$ cat src/rtl/conv_round_mac_pipe_if.sv
// Handshake/data bundle for conv_round_mac_pipe.
// The upstream producer uses master and the datapath uses slave.
interface conv_round_mac_pipe_if #(
    parameter int A_W   = 25,
    parameter int B_W   = 18,
    parameter int OUT_W = 16,
    parameter int CNT_W = 16
);
    localparam int P_W = A_W + B_W;

    logic             ce;
    logic             in_valid;
    logic [A_W-1:0]   ain;
    logic [B_W-1:0]   bin;
    logic [P_W-1:0]   cin;
    logic [1:0]       mode;
    logic             clr_cnt;
    logic             out_valid;
    logic [OUT_W-1:0] round_out;
    logic             sat;
    logic [CNT_W-1:0] sat_cnt;

    modport master (
        output ce, in_valid, ain, bin, cin, mode, clr_cnt,
        input  out_valid, round_out, sat, sat_cnt
    );

    modport slave (
        input  ce, in_valid, ain, bin, cin, mode, clr_cnt,
        output out_valid, round_out, sat, sat_cnt
    );
endinterface

$ cat src/rtl/conv_round_mac_pipe.sv
// Four-stage A*B+C datapath with per-sample selectable rounding at FRAC_BITS,
// signed saturation to OUT_W bits and a sticky saturation-event counter.
module conv_round_mac_pipe #(
    parameter int A_W       = 25,
    parameter int B_W       = 18,
    parameter int FRAC_BITS = 4,
    parameter int OUT_W     = 16,
    parameter int CNT_W     = 16
) (
    input logic                 clk,
    input logic                 rst,
    conv_round_mac_pipe_if.slave bus
);
    localparam int P_W = A_W + B_W;
    localparam int S_W = P_W + 1;

    localparam logic signed [S_W:0] MAX_V = {{(S_W-OUT_W+2){1'b0}}, {(OUT_W-1){1'b1}}};
    localparam logic signed [S_W:0] MIN_V = {{(S_W-OUT_W+2){1'b1}}, {(OUT_W-1){1'b0}}};

    // Stage 1: input capture
    logic           v1;
    logic [A_W-1:0] a1;
    logic [B_W-1:0] b1;
    logic [P_W-1:0] c1;
    logic [1:0]     m1;

    always_ff @(posedge clk or posedge rst) begin
        if (rst) begin
            v1 <= 1'b0;
            a1 <= '0;
            b1 <= '0;
            c1 <= '0;
            m1 <= '0;
        end else if (bus.ce) begin
            v1 <= bus.in_valid;
            if (bus.in_valid) begin
                a1 <= bus.ain;
                b1 <= bus.bin;
                c1 <= bus.cin;
                m1 <= bus.mode;
            end
        end
    end

    // Operands are sign-extended to full product width so the low P_W bits are exact.
    logic [P_W-1:0] prod_full;
    assign prod_full = {{B_W{a1[A_W-1]}}, a1} * {{A_W{b1[B_W-1]}}, b1};

    // Stage 2: product
    logic           v2;
    logic [P_W-1:0] prod2;
    logic [P_W-1:0] c2;
    logic [1:0]     m2;

    always_ff @(posedge clk or posedge rst) begin
        if (rst) begin
            v2    <= 1'b0;
            prod2 <= '0;
            c2    <= '0;
            m2    <= '0;
        end else if (bus.ce) begin
            v2 <= v1;
            if (v1) begin
                prod2 <= prod_full;
                c2    <= c1;
                m2    <= m1;
            end
        end
    end

    // Stage 3: sum with one extra bit so prod + C never wraps
    logic                  v3;
    logic signed [S_W-1:0] sum3;
    logic [1:0]            m3;

    always_ff @(posedge clk or posedge rst) begin
        if (rst) begin
            v3   <= 1'b0;
            sum3 <= '0;
            m3   <= '0;
        end else if (bus.ce) begin
            v3 <= v2;
            if (v2) begin
                sum3 <= {prod2[P_W-1], prod2} + {c2[P_W-1], c2};
                m3   <= m2;
            end
        end
    end

    logic signed [S_W-1:0] int_part;
    logic                  half_bit;
    logic                  rest_bits;
    logic                  inc;
    logic signed [S_W:0]   rounded;
    logic                  sat_next;
    logic [OUT_W-1:0]      res_next;

    always_comb begin
        int_part  = sum3 >>> FRAC_BITS;
        half_bit  = sum3[FRAC_BITS-1];
        rest_bits = |sum3[FRAC_BITS-2:0];
        inc       = 1'b0;
        case (m3)
            2'd0:    inc = 1'b0;
            2'd1:    inc = half_bit;
            2'd2:    inc = half_bit & (rest_bits | int_part[0]);
            default: inc = half_bit & (rest_bits | ~int_part[0]);
        endcase
        rounded  = {int_part[S_W-1], int_part} + {{S_W{1'b0}}, inc};
        sat_next = 1'b0;
        res_next = rounded[OUT_W-1:0];
        if (rounded > MAX_V) begin
            res_next = MAX_V[OUT_W-1:0];
            sat_next = 1'b1;
        end else if (rounded < MIN_V) begin
            res_next = MIN_V[OUT_W-1:0];
            sat_next = 1'b1;
        end
    end

    // Stage 4: result registers hold the last valid result while idle
    logic             out_valid_r;
    logic [OUT_W-1:0] round_out_r;
    logic             sat_r;
    logic [CNT_W-1:0] sat_cnt_r;

    always_ff @(posedge clk or posedge rst) begin
        if (rst) begin
            out_valid_r <= 1'b0;
            round_out_r <= '0;
            sat_r       <= 1'b0;
        end else if (bus.ce) begin
            out_valid_r <= v3;
            if (v3) begin
                round_out_r <= res_next;
                sat_r       <= sat_next;
            end
        end
    end

    // Clear wins over increment and works even while the pipeline is stalled.
    always_ff @(posedge clk or posedge rst) begin
        if (rst) begin
            sat_cnt_r <= '0;
        end else if (bus.clr_cnt) begin
            sat_cnt_r <= '0;
        end else if (bus.ce && v3 && sat_next && !(&sat_cnt_r)) begin
            sat_cnt_r <= sat_cnt_r + CNT_W'(1);
        end
    end

    assign bus.out_valid = out_valid_r;
    assign bus.round_out = round_out_r;
    assign bus.sat       = sat_r;
    assign bus.sat_cnt   = sat_cnt_r;

endmodule

$ cat src/flat_wrapper.sv
// flat-port wrapper written by rule: the top's interface ports become plain ports
module conv_round_mac_pipe_flat 
#(
    parameter int A_W       = 25,
    parameter int B_W       = 18,
    parameter int FRAC_BITS = 4,
    parameter int OUT_W     = 16,
    parameter int CNT_W     = 16
)
  (clk, rst, bus_ce, bus_in_valid, bus_ain, bus_bin, bus_cin, bus_mode, bus_clr_cnt, bus_out_valid, bus_round_out, bus_sat, bus_sat_cnt);
  conv_round_mac_pipe_if #(.A_W(A_W), .B_W(B_W), .OUT_W(OUT_W), .CNT_W(CNT_W)) bus_i ();
  input logic clk;
  input logic rst;
  input wire logic [$bits(bus_i.ce)-1:0] bus_ce;
  input wire logic [$bits(bus_i.in_valid)-1:0] bus_in_valid;
  input wire logic [$bits(bus_i.ain)-1:0] bus_ain;
  input wire logic [$bits(bus_i.bin)-1:0] bus_bin;
  input wire logic [$bits(bus_i.cin)-1:0] bus_cin;
  input wire logic [$bits(bus_i.mode)-1:0] bus_mode;
  input wire logic [$bits(bus_i.clr_cnt)-1:0] bus_clr_cnt;
  output wire logic [$bits(bus_i.out_valid)-1:0] bus_out_valid;
  output wire logic [$bits(bus_i.round_out)-1:0] bus_round_out;
  output wire logic [$bits(bus_i.sat)-1:0] bus_sat;
  output wire logic [$bits(bus_i.sat_cnt)-1:0] bus_sat_cnt;
  assign bus_i.ce = bus_ce;
  assign bus_i.in_valid = bus_in_valid;
  assign bus_i.ain = bus_ain;
  assign bus_i.bin = bus_bin;
  assign bus_i.cin = bus_cin;
  assign bus_i.mode = bus_mode;
  assign bus_i.clr_cnt = bus_clr_cnt;
  assign bus_out_valid = bus_i.out_valid;
  assign bus_round_out = bus_i.round_out;
  assign bus_sat = bus_i.sat;
  assign bus_sat_cnt = bus_i.sat_cnt;
  conv_round_mac_pipe #(.A_W(A_W), .B_W(B_W), .FRAC_BITS(FRAC_BITS), .OUT_W(OUT_W), .CNT_W(CNT_W)) u_core (.clk(clk), .rst(rst), .bus(bus_i));
endmodule
$ cat config.mk
export PLATFORM = sky130hd
export DESIGN_NAME = conv_round_mac_pipe_flat
export DESIGN_NICKNAME = d
export VERILOG_FILES = /design/src/rtl/conv_round_mac_pipe_if.sv /design/src/rtl/conv_round_mac_pipe.sv /design/src/flat_wrapper.sv
export SDC_FILE = /design/constraint.sdc
export NUM_CORES = 2
export LEC_CHECK = 0
export CAP_MARGIN = 0
export CORE_MARGIN = 5
export CORE_UTILIZATION = 57
export DETAILED_ROUTE_END_ITERATION = 7
export PLACE_DENSITY_LB_ADDON = 0.05
export SLEW_MARGIN = 5
export SYNTH_ARGS = -nofsm -noshare
export SYNTH_HDL_FRONTEND = slang
export SYNTH_SLANG_ARGS = --single-unit
export TNS_END_PERCENT = 50
$ cat constraint.sdc
create_clock -name clk -period 9 [get_ports clk]
set_clock_uncertainty 0.2 [all_clocks]
set_input_delay 1.8 -clock clk [delete_from_list [all_inputs] [get_ports clk]]
set_output_delay 1.8 -clock clk [all_outputs]
set_load 0.01 [all_outputs]
==> reports/results.ini <==
[status]
status = finished clean

[clocking]
path_clk_slew_ns = 0.06
post_cts_buffers = 0
htreeDepth = 2
cts.repair.resized = 0
cts_max_path_buffers = 3
cts_tree = yes
clkLatencyLatePin_ns = 0.57
clock-root-buffer = clkbuf_16
hold_buffers = 0
clock_sinks = 259
cts_buffers = 34

[detailed_routing]
dr.pass1.iters = 6
wl_per_cell_um = 18.5
first_iter_violations = 1399
wirelength_um = 70500
viasPerCell = 5.42
drc_errors = 0
routed-via-count = 20700
drtAntennaViolNets = 0

[timing]
hold_viol_final = 0
min_period_over_period_pct = 89.5
final_max_slew_viol_count = 0
max_freq_ghz = 0.124
slew_headroom_pct = 20.3
tightestPinTransition_ns = 1.20
tns_ns = 0
rsz0062_at_grt = false
period_minus_slack_ns = 8.06
fin_ws_ns = 0.944
setup_viol = 0

[layout]
multiInputGateArea_sq_um = 19700
finalNonFillerCells = 3821
final_common_cell = nand2_1
final.fill_count = 4276
seq_area_sq_um = 6480
drive_gt1_share_pct = 6.13
nets = 3811
n_antenna_cell = 0
final_core_util_pct = 63.5
most-common-layout-cells = 553 x nand2_1, 537 x inv_1, 442 x fa_1
syn_to_final_growth_pct = 10.4

[die]
num_rows = 82
ios = 127
coreArea_sq_um = 50000
die_w_um = 234
fp.dieH_um = 234
dieArea_sq_um = 55000
initial_core_util_pct = 57.5

[logic_synthesis]
syn_area_per_cell_sq_um = 9.32
syn_nets = 3768
synth_ff_type = dfrtp_1
synthTopCellsByArea = fa_1 31%, dfrtp_1 23%, nand2_1 7.3%
synth_enable_flop_cells = 0
ys_ff_latch = 259
ys_warn_count = 0
yosys.area.top_type = fa_1
synth_top_area_share_pct = 30.8
syn_area_sq_um = 28700
syn_inst = 3080
seq_area_frac_synth_pct = 22.6
synth_cell_types = 66
synthArstFlopShare_pct = 100

[critical_path]
path_class = reg -> reg
timing.rr.end = u_core.prod2[41]$_DFFE_PP0P_
worstPathRequired_ns = 9.19
reg2reg_depth = 23
endpoint_kind = register
r2r_start = u_core.b1[4]$_DFFE_PP0P_
path_max_fanout = 26
crit_arrival_ns = 8.25
crit_path_start_kind = register
r2r_slack_ns = 0.94

[global_route]
grt_pass1_wl_um = 115000
antenna_found_initial = 1
grt_start_max_net_pins = 133
grt_pass1_vias = 21700
grtUsageTotal_pct = 26.4
overflow = 0

[place]
pre_cts_slack_ns = 1.08
dp.cells = 3759
port_buffers = 126
gp_congestion = 0.925
hpwl_um = 55100

[worst_hold_path]
hold_class = reg -> reg
worstHoldPathCells = 2
holdCritStartpoint = u_core.c1[3]$_DFFE_PP0P_
min_to = u_core.c2[3]$_DFFE_PP0P_

[flow_run]
drv_cap = 0

how the worst max path moves through the flow:
stage                                   start                            to  cells after the start
floorplan           u_core.b1[11]$_DFFE_PP0P_  u_core.prod2[39]$_DFFE_PP0P_                     26
global placement     u_core.b1[3]$_DFFE_PP0P_  u_core.prod2[41]$_DFFE_PP0P_                     23
detailed placement   u_core.b1[3]$_DFFE_PP0P_  u_core.prod2[39]$_DFFE_PP0P_                     25
CTS                  u_core.b1[3]$_DFFE_PP0P_  u_core.prod2[39]$_DFFE_PP0P_                     23
global route         u_core.b1[4]$_DFFE_PP0P_  u_core.prod2[39]$_DFFE_PP0P_                     23
finish               u_core.b1[4]$_DFFE_PP0P_  u_core.prod2[41]$_DFFE_PP0P_                     23
worst max-delay path, stage by stage, from the launching register on:
cell       delay (ns)
dfrtp_1          1.10
nand2_1          0.20
fa_1             0.57
fa_1             0.44
fa_1             0.51
inv_1            0.05
fa_1             0.49
fa_1             0.55
inv_1            0.05
fa_1             0.52
inv_1            0.04
ha_1             0.36
a211oi_1         0.28
nor2_1           0.10
nor4_1           0.22
o21ai_0          0.22
a211o_1          0.34
o31a_1           0.32
a2111oi_0        0.43
buf_4            0.19
a31oi_1          0.13
a31oi_1          0.23
mux2i_1          0.19
o21ai_0          0.10
synth_stat cells, drive strengths merged (4+ instances only):
cell type / number
nor2b: 13
nand2: 556
nand3: 35
or4: 4
and4: 10
nor2: 76
and2: 168
o21a: 8
mux2: 96
mux2i: 6
inv: 538
nand4: 19
a2111oi: 4
a41oi: 4
ha: 153
xor2: 49
a211oi: 19
a31oi: 14
o21bai: 10
nor3b: 4
nand2b: 26
clkbuf: 117
a21oi: 71
o211ai: 9
o21ai: 125
and3: 21
dfrtp: 259
xnor2: 65
o31a: 4
nor3: 17
o31ai: 15
a21o: 52
fa: 442
buf: 26
per-stage QoR:
| step | instance area, sq um | hold slack, ns |
|---|---|---|
| 2_1_floorplan | 28700 | 0.233 |
| 3_3_place_gp | 30500 | 0.249 |
| 3_5_place_dp | 30500 | 0.253 |
| 4_1_cts | 31700 | 0.270 |
| 5_1_grt | 31700 | 0.296 |
| 6_report | 31700 | 0.268 |
layer usage:
layer	up-vias	global-route usage (%)	wire length, um
met5	-	0	0
met4	0	6.59	1710
met3	99	5.01	4720
met2	575	42.1	32500
met1	10400	38.0	31600
li1	9647	-	-
logic make-up (layout without fill, tap and decap cells):
logic type	count (synthesis)	count (layout)	share of synthesized area [%]
fa+ha+maj	595	595	37.5
buf+inv	682	751	9.00
xor+xnor	114	114	3.48
simple gates	970	970	15.8
mux	102	102	3.97
flops	259	259	22.6
compound gates	358	358	7.74
cell type report:
type	count	share of cell area, %
clock inverters	21	1.03
well taps	672	2.65
inverters	539	6.39
clock buffers	41	2.86
multi-input cells	2139	62.0
repair buffers	150	4.58
flip-flops and latches	259	20.4
registers in the layout (all words and copies together), names as in the netlist, 2 cells and up:
name and cells:
u_core.prod2 43, u_core.a1 25, u_core.bus.sat_cnt 16, u_core.m1 2, u_core.c2 43, u_core.bus.round_out 16, u_core.m2 2, u_core.b1 18
u_core.m3 2, u_core.sum3 44, u_core.c1 43
Power is left out: the tool's default activity adds up to more than one toggle a clock period on the data nets, which glitch-free logic cannot reach.
